**src/rtl/exc_ctrl_pkg.sv**
```systemverilog
// Shared constants and types for the exception/interrupt commit controller:
// cp0 addresses, ExcCodes, Status/Cause field indices and FSM encoding.
package exc_ctrl_pkg;

    localparam logic [31:0] ENTRY_BEV1_DEF = 32'hBFC0_0380;
    localparam logic [31:0] ENTRY_BEV0_DEF = 32'h8000_0180;

    // cp0 addresses are {reg[4:0], sel[2:0]}
    localparam logic [7:0] CP0_STATUS = 8'h60;
    localparam logic [7:0] CP0_CAUSE  = 8'h68;
    localparam logic [7:0] CP0_EPC    = 8'h70;

    localparam logic [4:0] EXC_INT_DEF = 5'h00;
    localparam logic [4:0] EXC_ADEL    = 5'h04;
    localparam logic [4:0] EXC_ADES    = 5'h05;
    localparam logic [4:0] EXC_SYS     = 5'h08;
    localparam logic [4:0] EXC_BP      = 5'h09;
    localparam logic [4:0] EXC_RI      = 5'h0a;
    localparam logic [4:0] EXC_OV      = 5'h0c;

    localparam int unsigned ST_IE  = 0;
    localparam int unsigned ST_EXL = 1;
    localparam int unsigned ST_BEV = 22;
    localparam int unsigned IM_LO  = 8;
    localparam int unsigned IM_HI  = 15;

    typedef enum logic [1:0] {
        S_IDLE     = 2'd0,
        S_DRAIN    = 2'd1,
        S_COMMIT   = 2'd2,
        S_REDIRECT = 2'd3
    } state_e;

    typedef struct packed {
        logic [4:0]  excode;
        logic        bd;
        logic        eret;
        logic [31:0] epc;
        logic [31:0] badvaddr;
        logic [31:0] target;
    } cap_t;

    // A delay-slot instruction restarts at its branch.
    function automatic logic [31:0] restart_pc(input logic [31:0] pc, input logic bd);
        logic [31:0] r;
        if (bd) begin
            r = pc - 32'd4;
        end else begin
            r = pc;
        end
        return r;
    endfunction

endpackage

```
**src/rtl/exc_ctrl_if.sv**
```systemverilog
// MEM-stage / cp0 / fetch-redirect signal bundle around exc_ctrl.
interface exc_ctrl_if;
    logic        mem_valid;
    logic [31:0] mem_pc;
    logic        mem_bd;
    logic        mem_ex;
    logic [4:0]  mem_excode;
    logic [31:0] mem_badvaddr;
    logic        mem_eret;
    logic        mem_mtc0;
    logic [7:0]  mem_mtc0_addr;
    logic        mem_busy;
    logic [31:0] cp0_status;
    logic [31:0] cp0_cause;
    logic [31:0] cp0_epc;
    logic        ex_valid;
    logic [4:0]  ex_excode;
    logic        ex_bd;
    logic [31:0] ex_epc;
    logic [31:0] ex_badvaddr;
    logic        ex_eret;
    logic        stall;
    logic        flush;
    logic        redirect_valid;
    logic [31:0] redirect_pc;

    modport slave (
        input  mem_valid, mem_pc, mem_bd, mem_ex, mem_excode, mem_badvaddr,
               mem_eret, mem_mtc0, mem_mtc0_addr, mem_busy,
               cp0_status, cp0_cause, cp0_epc,
        output ex_valid, ex_excode, ex_bd, ex_epc, ex_badvaddr, ex_eret,
               stall, flush, redirect_valid, redirect_pc
    );

    modport master (
        output mem_valid, mem_pc, mem_bd, mem_ex, mem_excode, mem_badvaddr,
               mem_eret, mem_mtc0, mem_mtc0_addr, mem_busy,
               cp0_status, cp0_cause, cp0_epc,
        input  ex_valid, ex_excode, ex_bd, ex_epc, ex_badvaddr, ex_eret,
               stall, flush, redirect_valid, redirect_pc
    );
endinterface

```
**src/rtl/exc_ctrl_prio.sv**
```systemverilog
// Combinational interrupt qualification and interrupt > exception > eret
// arbitration; produces the take strobe and the selected ExcCode.
module exc_ctrl_prio
    import exc_ctrl_pkg::*;
#(
    parameter logic [4:0] EXC_INT = EXC_INT_DEF
) (
    input  logic        idle_i,
    input  logic        mem_valid_i,
    input  logic        mem_ex_i,
    input  logic [4:0]  mem_excode_i,
    input  logic        mem_eret_i,
    input  logic        mem_mtc0_i,
    input  logic [7:0]  mem_mtc0_addr_i,
    input  logic [31:0] cp0_status_i,
    input  logic [31:0] cp0_cause_i,
    output logic        take_o,
    output logic [4:0]  excode_o,
    output logic        eret_o
);

    logic int_block_s;
    logic int_req_s;

    // A Status/Cause write in flight makes the sampled values stale for one cycle.
    always_comb begin
        int_block_s = mem_mtc0_i &
                      ((mem_mtc0_addr_i == CP0_STATUS) | (mem_mtc0_addr_i == CP0_CAUSE));
        int_req_s   = (|(cp0_cause_i[IM_HI:IM_LO] & cp0_status_i[IM_HI:IM_LO])) &
                      cp0_status_i[ST_IE] & ~cp0_status_i[ST_EXL] & ~int_block_s;
        take_o      = idle_i & mem_valid_i & (int_req_s | mem_ex_i | mem_eret_i);
        if (int_req_s) begin
            excode_o = EXC_INT;
        end else begin
            excode_o = mem_excode_i;
        end
        eret_o      = ~int_req_s & ~mem_ex_i & mem_eret_i;
    end

endmodule

```
**src/rtl/exc_ctrl.sv**
```systemverilog
// Exception/eret commit controller: capture on take, drain the data bus,
// pulse cp0 once, then flush and redirect fetch.
module exc_ctrl
    import exc_ctrl_pkg::*;
#(
    parameter logic [31:0] ENTRY_BEV1 = ENTRY_BEV1_DEF,
    parameter logic [31:0] ENTRY_BEV0 = ENTRY_BEV0_DEF,
    parameter logic [4:0]  EXC_INT    = EXC_INT_DEF
) (
    input  logic      clk,
    input  logic      resetn,
    exc_ctrl_if.slave bus
);

    state_e      state_q, state_d;
    cap_t        cap_q, cap_d;
    logic        take_s;
    logic [4:0]  sel_excode_s;
    logic        sel_eret_s;

    logic        ex_valid_q;
    logic [4:0]  ex_excode_q;
    logic        ex_bd_q;
    logic        ex_eret_q;
    logic [31:0] ex_epc_q;
    logic [31:0] ex_badvaddr_q;
    logic        flush_q;
    logic [31:0] redirect_pc_q;

    exc_ctrl_prio #(.EXC_INT(EXC_INT)) u_prio (
        .idle_i          (state_q == S_IDLE),
        .mem_valid_i     (bus.mem_valid),
        .mem_ex_i        (bus.mem_ex),
        .mem_excode_i    (bus.mem_excode),
        .mem_eret_i      (bus.mem_eret),
        .mem_mtc0_i      (bus.mem_mtc0),
        .mem_mtc0_addr_i (bus.mem_mtc0_addr),
        .cp0_status_i    (bus.cp0_status),
        .cp0_cause_i     (bus.cp0_cause),
        .take_o          (take_s),
        .excode_o        (sel_excode_s),
        .eret_o          (sel_eret_s)
    );

    // Next-state and capture selection.
    always_comb begin
        state_d = state_q;
        cap_d   = cap_q;
        case (state_q)
            S_IDLE: begin
                if (take_s) begin
                    cap_d.excode   = sel_excode_s;
                    cap_d.eret     = sel_eret_s;
                    cap_d.bd       = bus.mem_bd;
                    cap_d.epc      = restart_pc(bus.mem_pc, bus.mem_bd);
                    cap_d.badvaddr = bus.mem_badvaddr;
                    if (sel_eret_s) begin
                        cap_d.target = bus.cp0_epc;
                    end else if (bus.cp0_status[ST_BEV]) begin
                        cap_d.target = ENTRY_BEV1;
                    end else begin
                        cap_d.target = ENTRY_BEV0;
                    end
                    state_d = bus.mem_busy ? S_DRAIN : S_COMMIT;
                end else begin
                    state_d = S_IDLE;
                end
            end
            S_DRAIN: begin
                if (bus.mem_busy) begin
                    state_d = S_DRAIN;
                end else begin
                    state_d = S_COMMIT;
                end
            end
            S_COMMIT:   state_d = S_REDIRECT;
            S_REDIRECT: state_d = S_IDLE;
            default:    state_d = S_IDLE;
        endcase
    end

    // State, capture and output registers; outputs are decoded from the next state.
    always_ff @(posedge clk or negedge resetn) begin
        if (!resetn) begin
            state_q       <= S_IDLE;
            cap_q         <= '0;
            ex_valid_q    <= 1'b0;
            ex_excode_q   <= 5'd0;
            ex_bd_q       <= 1'b0;
            ex_eret_q     <= 1'b0;
            ex_epc_q      <= 32'd0;
            ex_badvaddr_q <= 32'd0;
            flush_q       <= 1'b0;
            redirect_pc_q <= 32'd0;
        end else begin
            state_q    <= state_d;
            cap_q      <= cap_d;
            ex_valid_q <= (state_d == S_COMMIT);
            flush_q    <= (state_d == S_REDIRECT);
            if (state_d == S_COMMIT) begin
                ex_excode_q   <= cap_d.excode;
                ex_bd_q       <= cap_d.bd;
                ex_eret_q     <= cap_d.eret;
                ex_epc_q      <= cap_d.epc;
                ex_badvaddr_q <= cap_d.badvaddr;
            end else begin
                ex_excode_q   <= 5'd0;
                ex_bd_q       <= 1'b0;
                ex_eret_q     <= 1'b0;
                ex_epc_q      <= 32'd0;
                ex_badvaddr_q <= 32'd0;
            end
            if (state_d == S_REDIRECT) begin
                redirect_pc_q <= cap_d.target;
            end else begin
                redirect_pc_q <= 32'd0;
            end
        end
    end

    assign bus.stall          = take_s | (state_q == S_DRAIN) | (state_q == S_COMMIT);
    assign bus.ex_valid       = ex_valid_q;
    assign bus.ex_excode      = ex_excode_q;
    assign bus.ex_bd          = ex_bd_q;
    assign bus.ex_eret        = ex_eret_q;
    assign bus.ex_epc         = ex_epc_q;
    assign bus.ex_badvaddr    = ex_badvaddr_q;
    assign bus.flush          = flush_q;
    assign bus.redirect_valid = flush_q;
    assign bus.redirect_pc    = redirect_pc_q;

endmodule

```
**src/flat_wrapper.sv**
```systemverilog
// flat-port wrapper written by rule: the top's interface ports become plain ports
module exc_ctrl_flat import exc_ctrl_pkg::*;
#(
    parameter logic [31:0] ENTRY_BEV1 = ENTRY_BEV1_DEF,
    parameter logic [31:0] ENTRY_BEV0 = ENTRY_BEV0_DEF,
    parameter logic [4:0]  EXC_INT    = EXC_INT_DEF
)
  (clk, resetn, bus_mem_valid, bus_mem_pc, bus_mem_bd, bus_mem_ex, bus_mem_excode, bus_mem_badvaddr, bus_mem_eret, bus_mem_mtc0, bus_mem_mtc0_addr, bus_mem_busy, bus_cp0_status, bus_cp0_cause, bus_cp0_epc, bus_ex_valid, bus_ex_excode, bus_ex_bd, bus_ex_epc, bus_ex_badvaddr, bus_ex_eret, bus_stall, bus_flush, bus_redirect_valid, bus_redirect_pc);
  exc_ctrl_if bus_i ();
  input  logic clk;
  input  logic resetn;
  input wire logic [$bits(bus_i.mem_valid)-1:0] bus_mem_valid;
  input wire logic [$bits(bus_i.mem_pc)-1:0] bus_mem_pc;
  input wire logic [$bits(bus_i.mem_bd)-1:0] bus_mem_bd;
  input wire logic [$bits(bus_i.mem_ex)-1:0] bus_mem_ex;
  input wire logic [$bits(bus_i.mem_excode)-1:0] bus_mem_excode;
  input wire logic [$bits(bus_i.mem_badvaddr)-1:0] bus_mem_badvaddr;
  input wire logic [$bits(bus_i.mem_eret)-1:0] bus_mem_eret;
  input wire logic [$bits(bus_i.mem_mtc0)-1:0] bus_mem_mtc0;
  input wire logic [$bits(bus_i.mem_mtc0_addr)-1:0] bus_mem_mtc0_addr;
  input wire logic [$bits(bus_i.mem_busy)-1:0] bus_mem_busy;
  input wire logic [$bits(bus_i.cp0_status)-1:0] bus_cp0_status;
  input wire logic [$bits(bus_i.cp0_cause)-1:0] bus_cp0_cause;
  input wire logic [$bits(bus_i.cp0_epc)-1:0] bus_cp0_epc;
  output wire logic [$bits(bus_i.ex_valid)-1:0] bus_ex_valid;
  output wire logic [$bits(bus_i.ex_excode)-1:0] bus_ex_excode;
  output wire logic [$bits(bus_i.ex_bd)-1:0] bus_ex_bd;
  output wire logic [$bits(bus_i.ex_epc)-1:0] bus_ex_epc;
  output wire logic [$bits(bus_i.ex_badvaddr)-1:0] bus_ex_badvaddr;
  output wire logic [$bits(bus_i.ex_eret)-1:0] bus_ex_eret;
  output wire logic [$bits(bus_i.stall)-1:0] bus_stall;
  output wire logic [$bits(bus_i.flush)-1:0] bus_flush;
  output wire logic [$bits(bus_i.redirect_valid)-1:0] bus_redirect_valid;
  output wire logic [$bits(bus_i.redirect_pc)-1:0] bus_redirect_pc;
  assign bus_i.mem_valid = bus_mem_valid;
  assign bus_i.mem_pc = bus_mem_pc;
  assign bus_i.mem_bd = bus_mem_bd;
  assign bus_i.mem_ex = bus_mem_ex;
  assign bus_i.mem_excode = bus_mem_excode;
  assign bus_i.mem_badvaddr = bus_mem_badvaddr;
  assign bus_i.mem_eret = bus_mem_eret;
  assign bus_i.mem_mtc0 = bus_mem_mtc0;
  assign bus_i.mem_mtc0_addr = bus_mem_mtc0_addr;
  assign bus_i.mem_busy = bus_mem_busy;
  assign bus_i.cp0_status = bus_cp0_status;
  assign bus_i.cp0_cause = bus_cp0_cause;
  assign bus_i.cp0_epc = bus_cp0_epc;
  assign bus_ex_valid = bus_i.ex_valid;
  assign bus_ex_excode = bus_i.ex_excode;
  assign bus_ex_bd = bus_i.ex_bd;
  assign bus_ex_epc = bus_i.ex_epc;
  assign bus_ex_badvaddr = bus_i.ex_badvaddr;
  assign bus_ex_eret = bus_i.ex_eret;
  assign bus_stall = bus_i.stall;
  assign bus_flush = bus_i.flush;
  assign bus_redirect_valid = bus_i.redirect_valid;
  assign bus_redirect_pc = bus_i.redirect_pc;
  exc_ctrl #(.ENTRY_BEV1(ENTRY_BEV1), .ENTRY_BEV0(ENTRY_BEV0), .EXC_INT(EXC_INT)) u_core (.clk(clk), .resetn(resetn), .bus(bus_i));
endmodule
```
**config.mk**
```make
export PLATFORM = sky130hd
export DESIGN_NAME = exc_ctrl_flat
export DESIGN_NICKNAME = d
export VERILOG_FILES = /design/src/rtl/exc_ctrl_pkg.sv /design/src/rtl/exc_ctrl_if.sv /design/src/rtl/exc_ctrl_prio.sv /design/src/rtl/exc_ctrl.sv /design/src/flat_wrapper.sv
export SDC_FILE = /design/constraint.sdc
export NUM_CORES = 1
export LEC_CHECK = 0
export CAP_MARGIN = 5
export CORE_ASPECT_RATIO = 0.5
export CORE_MARGIN = 5
export CORE_UTILIZATION = 47
export CTS_BUF_LIST = sky130_fd_sc_hd__clkbuf_4
export DETAILED_ROUTE_END_ITERATION = 8
export PLACE_DENSITY = 0.82
export SLEW_MARGIN = 30
export SYNTH_ARGS = -nofsm -noshare
export SYNTH_HDL_FRONTEND = slang
export SYNTH_SLANG_ARGS = --single-unit
```
**constraint.sdc**
```tcl
create_clock -name clk -period 3.6 [get_ports clk]
set_input_delay 0.9 -clock clk [delete_from_list [all_inputs] [get_ports clk]]
set_output_delay 0.9 -clock clk [all_outputs]
set_load 0.1 [all_outputs]
```
# Word level (Yosys, flattened, before mapping)
# Index checks and enable logic that the tools add are counted.
# word_totals
reg_bits	210
inputBits	181
output_inout_bits	107
elab_cells	58
# classes
n_addsub	1
n_eq_ne	7
muxes	15
n_bitwise	18
n_reduce_logical	2
# op_table
op	n
$mux 103	2
$mux 32	5
$sub 32x3->32 const B	1
$mux 30	1
$eq 8x7->1 const B	2
$mux 5	2
$and 1x1->1	8
$and 8x8->8	1
$eq 2x2->1 const B	4
$pmux 2 s4	1
$reduce_or 8->1	1
$or 1x1->1	5
$mux 2	2
$not 1->1	4
$eq 2x1->1 const B	1
$logic_not 2->1	1
$mux 1	2

# Logic depth before layout (Yosys ltp)
# depth
word_depth	12
ltp_mapped	8
mapped_depth_nobuf	7

# Hierarchy
# From an unflattened synthesis, not the netlist that was laid out.
# unflattened
hier_cells	771
area_unflattened_um2	8175.3
# by_module_without_submodules
mod	n_inst	cells_per_inst	area_per_inst_um2	seq_area_each_um2
exc_ctrl	1	751	7990.2	5255.0
exc_ctrl_prio	1	20	185.2	0.0

# Least setup slack after synthesis
# No wires, ideal clock.
# synth_timing
path_type	in2out
start	input bus_mem_mtc0_addr[2]
end	output bus_stall
t_arrival_ns	2.838
setup_slack_ns	-0.138
path_stages	7
path_buffers	2
path_cell_list	nor4b_1 > a21oi_1 > a211o_1 > clkbuf_1 > and2_1 > clkbuf_1 > or3_1
# synth_via
elab_chain_len	10
word_cells_on_any_way	11
cone_classes	2 x eq/ne; 9 x bitwise
# synth_rtl
item	line	source
from (decl)	flat_wrapper.sv:20	input wire logic [$bits(bus_i.mem_mtc0_addr)-1:0] bus_mem_mtc0_addr;
$eq 8x7->1	exc_ctrl_prio.sv:28	((mem_mtc0_addr_i == CP0_STATUS) | (mem_mtc0_addr_i == CP0_CAUSE));
$or 1x1->1 (*)	exc_ctrl_prio.sv:28	
$and 1x1->1 (*)	exc_ctrl_prio.sv:27	int_block_s = mem_mtc0_i &
$not 1->1 (*)	exc_ctrl_prio.sv:30	cp0_status_i[ST_IE] & ~cp0_status_i[ST_EXL] & ~int_block_s;
$and 1x1->1 (*)	exc_ctrl_prio.sv:30	
$or 1x1->1 (*) (2 in series)	exc_ctrl_prio.sv:31	take_o = idle_i & mem_valid_i & (int_req_s | mem_ex_i | mem_eret_i);
$and 1x1->1 (*)	exc_ctrl_prio.sv:31	
$or 1x1->1 (*) (2 in series)	exc_ctrl.sv:121	assign bus.stall = take_s | (state_q == S_DRAIN) | (state_q == S_COMMIT);
to (decl)	flat_wrapper.sv:31	output wire logic [$bits(bus_i.stall)-1:0] bus_stall;
# Mark *: on every way between the ends. The rest lies on a longest branch, timed or not.

# Final worst setup path
# Ends and elaborated chain as after synthesis.

==> reports/results.ini <==
[die]
dieArea_um2=20800
die_y_um=104
rows=34
initial_core_util_pct=48.1
pin_count=288
die_width_um=199
core_area_um2=17400

[sta]
hold_viol=0
setup_viol=0
timing.final.ws_setup_ps=68.3
worst_pin_slew_ps=999
hold_ws_ps=344
rsz0062_at_grt=false
slew_violations=0
finalCritPeriodShare_pct=98.1
relSlewSlack_pct=33.2
timing.fmax_mhz=283
fin_crit_ps=3530
fin_skew_ps=22.7

[place]
place_ws_ps=-276
hpwl_um=15800
portBuffers=241
gp_congestion=0.850

[critical_path]
critPathTopFamily=simple AND/OR/NAND/NOR gates
worstPathMaxFanout=2
start_kind=input pin
arrival_ps=2630
max_stage_delay_ps=390
worst-path-buf-inv=2
cp_cell_sequence=dlygate4sd2_1 > nor4b_4 > a21oi_2 > a211o_2 > and2_4 > or3_4 > buf_12
critPathKind=input pin to output pin
slowest_stage=or3_4
worstPathRequired_ps=2700
cp-end-kind=output pin

[synthesis]
avgSynthCellArea_um2=10.8
synthTopCellsByArea=dfrtp_1, a21oi_1, nand3_1, o21ai_0, a22o_1
synth-seq-area-share_pct=62.7
synth_warnings=0
synth_flop_cell=dfrtp_1
synth_cell_types=49
syn_nets=961
synth_top_area_share_pct=62.7
syn-cell-area_um2=8390
yosysTopAreaCell=dfrtp_1
async_reset_ff_share_pct=100
synth_edf_count=0
synth_cells=779
ys_ff_latch=210

[grt]
grt_pass1_wl_um=38400
grt_max_degree=92
grt_pass1_vias=7467
antenna_found_initial=1
gr-total-overflow=0
track_usage_pct=22.6

[cells_and_area]
utilization_pct=66.4
final_cell_mix=dfrtp_1, clkdlybuf4s50_1, a21oi_1
syn_to_final_growth_pct=38.1
final_common_cell=dfrtp_1
drive_above_1_share_pct=17.0
nets=1223
nFillCells=1359

[cts]
cts_buffers=49
insertion_delay_ps=600
clock_path_buffers=3
htreeDepth=2
postCtsHoldBufs=0
cts_tree=yes
cts_sinks=210
root_buffer=clkbuf_4
cts_setup_buffers=0
path_clk_slew_ps=70

[drt]
vias=7040
drc=0
firstDrtPassIters=5
finalWirelength_um=23400
ant_nets=0
viasPerCell=5.39
drt-wirelength-per-cell_um=17.9
drt-initial-drc-count=315

[hold_path]
hold_class=input pin to async pin

[power]
irDropWorstVdd_uv=447
power.leakage_nw=5.28
powerDensity_nw_per_um2=849

[run]
drv_cap=0

[status]
status=finished, final reports clean

## metrics by stage
step	cell area (um2)	setup TNS, ps	total power (W)	std cells
6_report	11600	0	0.00983	1307
2_1_floorplan	8390	0	0.00673	779
5_1_grt	11600	0	0.0104	1307
4_1_cts	11600	0	0.00991	1306
3_5_place_dp	11000	-276	0.00797	1224
3_3_place_gp	11000	-185	0.00786	1224
## cells by family after synthesis
logic type	count (synthesis)	synth area share [%]
fa+ha+maj	1	0.149
buf+inv	105	4.74
compound gates	220	16.1
flops	210	62.7
simple gates	213	13.1
mux	2	0.269
xor+xnor	28	2.92
## per-layer routing
metal / routed length [um] / vias to the layer above / global-route usage [%]
met2: 11800 / 242 / 37.8
met3: 1290 / 44 / 4.37
met1: 9730 / 3491 / 29.8
li1: - / 3263 / -
met4: 572 / 0 / 7.61
met5: 0 / - / 0
## state kept, by name (all words and copies together), names as in the netlist
signal / flops
u_core.bus.ex_valid: 1
u_core.bus.ex_bd: 1
u_core.bus.flush: 1
u_core.bus.ex_excode: 5
u_core.bus.redirect_pc: 32
u_core.bus.ex_eret: 1
u_core.bus.ex_epc: 32
u_core.bus.ex_badvaddr: 32
u_core.state_q: 2
u_core.cap_q: 103
## Yosys cell counts, types with 2 or more instances
library cell,number
dfrtp_1,210
a21oi_1,85
nand3_1,67
o21ai_0,65
nand2_1,58
inv_1,52
clkbuf_1,49
a22o_1,25
and2_1,21
nor2_1,19
xor2_1,17
o21a_1,12
xnor2_1,11
o221a_2,10
a22oi_1,9
nor3_1,7
nor4_1,7
nand4_1,6
or3_1,5
or4_1,4
buf_1,3
nor4b_1,3
o22a_1,3
a211oi_1,2
mux2_2,2
nand2b_1,2
nand3b_1,2
nand4b_1,2
## power by group
part,total [W],internal (W),switching (W)
combinational,0.00439,0.00114,0.00325
clock,0.00189,0.000989,0.000904
sequential,0.00355,0.00315,0.000397
## worst paths after layout
path                                           start                    endpoint  slack (ps)  cells past startpoint
worst max-delay path            bus_mem_mtc0_addr[2]                   bus_stall          70                      7
worst min-delay path                          resetn            u_core.cap_q[92]         340                      1
worst max register to register     u_core.state_q[0]            u_core.cap_q[95]        1380                      4
worst min register to register      u_core.cap_q[18]  u_core.bus.redirect_pc[18]         480                      1
max in group asynchronous                     resetn            u_core.cap_q[40]        2260                      2
min in group clk                    u_core.cap_q[18]  u_core.bus.redirect_pc[18]         480                      1
## area by class of cell
class	count	area [um2]	area share (%)
multi-input combinational	464	2790	24.1
antenna	1	2.50	0.0216
tap	234	293	2.53
clock inverter	16	113	0.972
sequential	210	5260	45.4
clock buffer	66	495	4.28
timing repair buffer	264	2440	21.1
inverter	52	195	1.69
## what timing repair did
action	CTS	global route
pin swaps	10	4
endpoints found under the setup margin	1	1
resized for setup	30	5
Note: power is estimated with default switching activity, not from simulation.
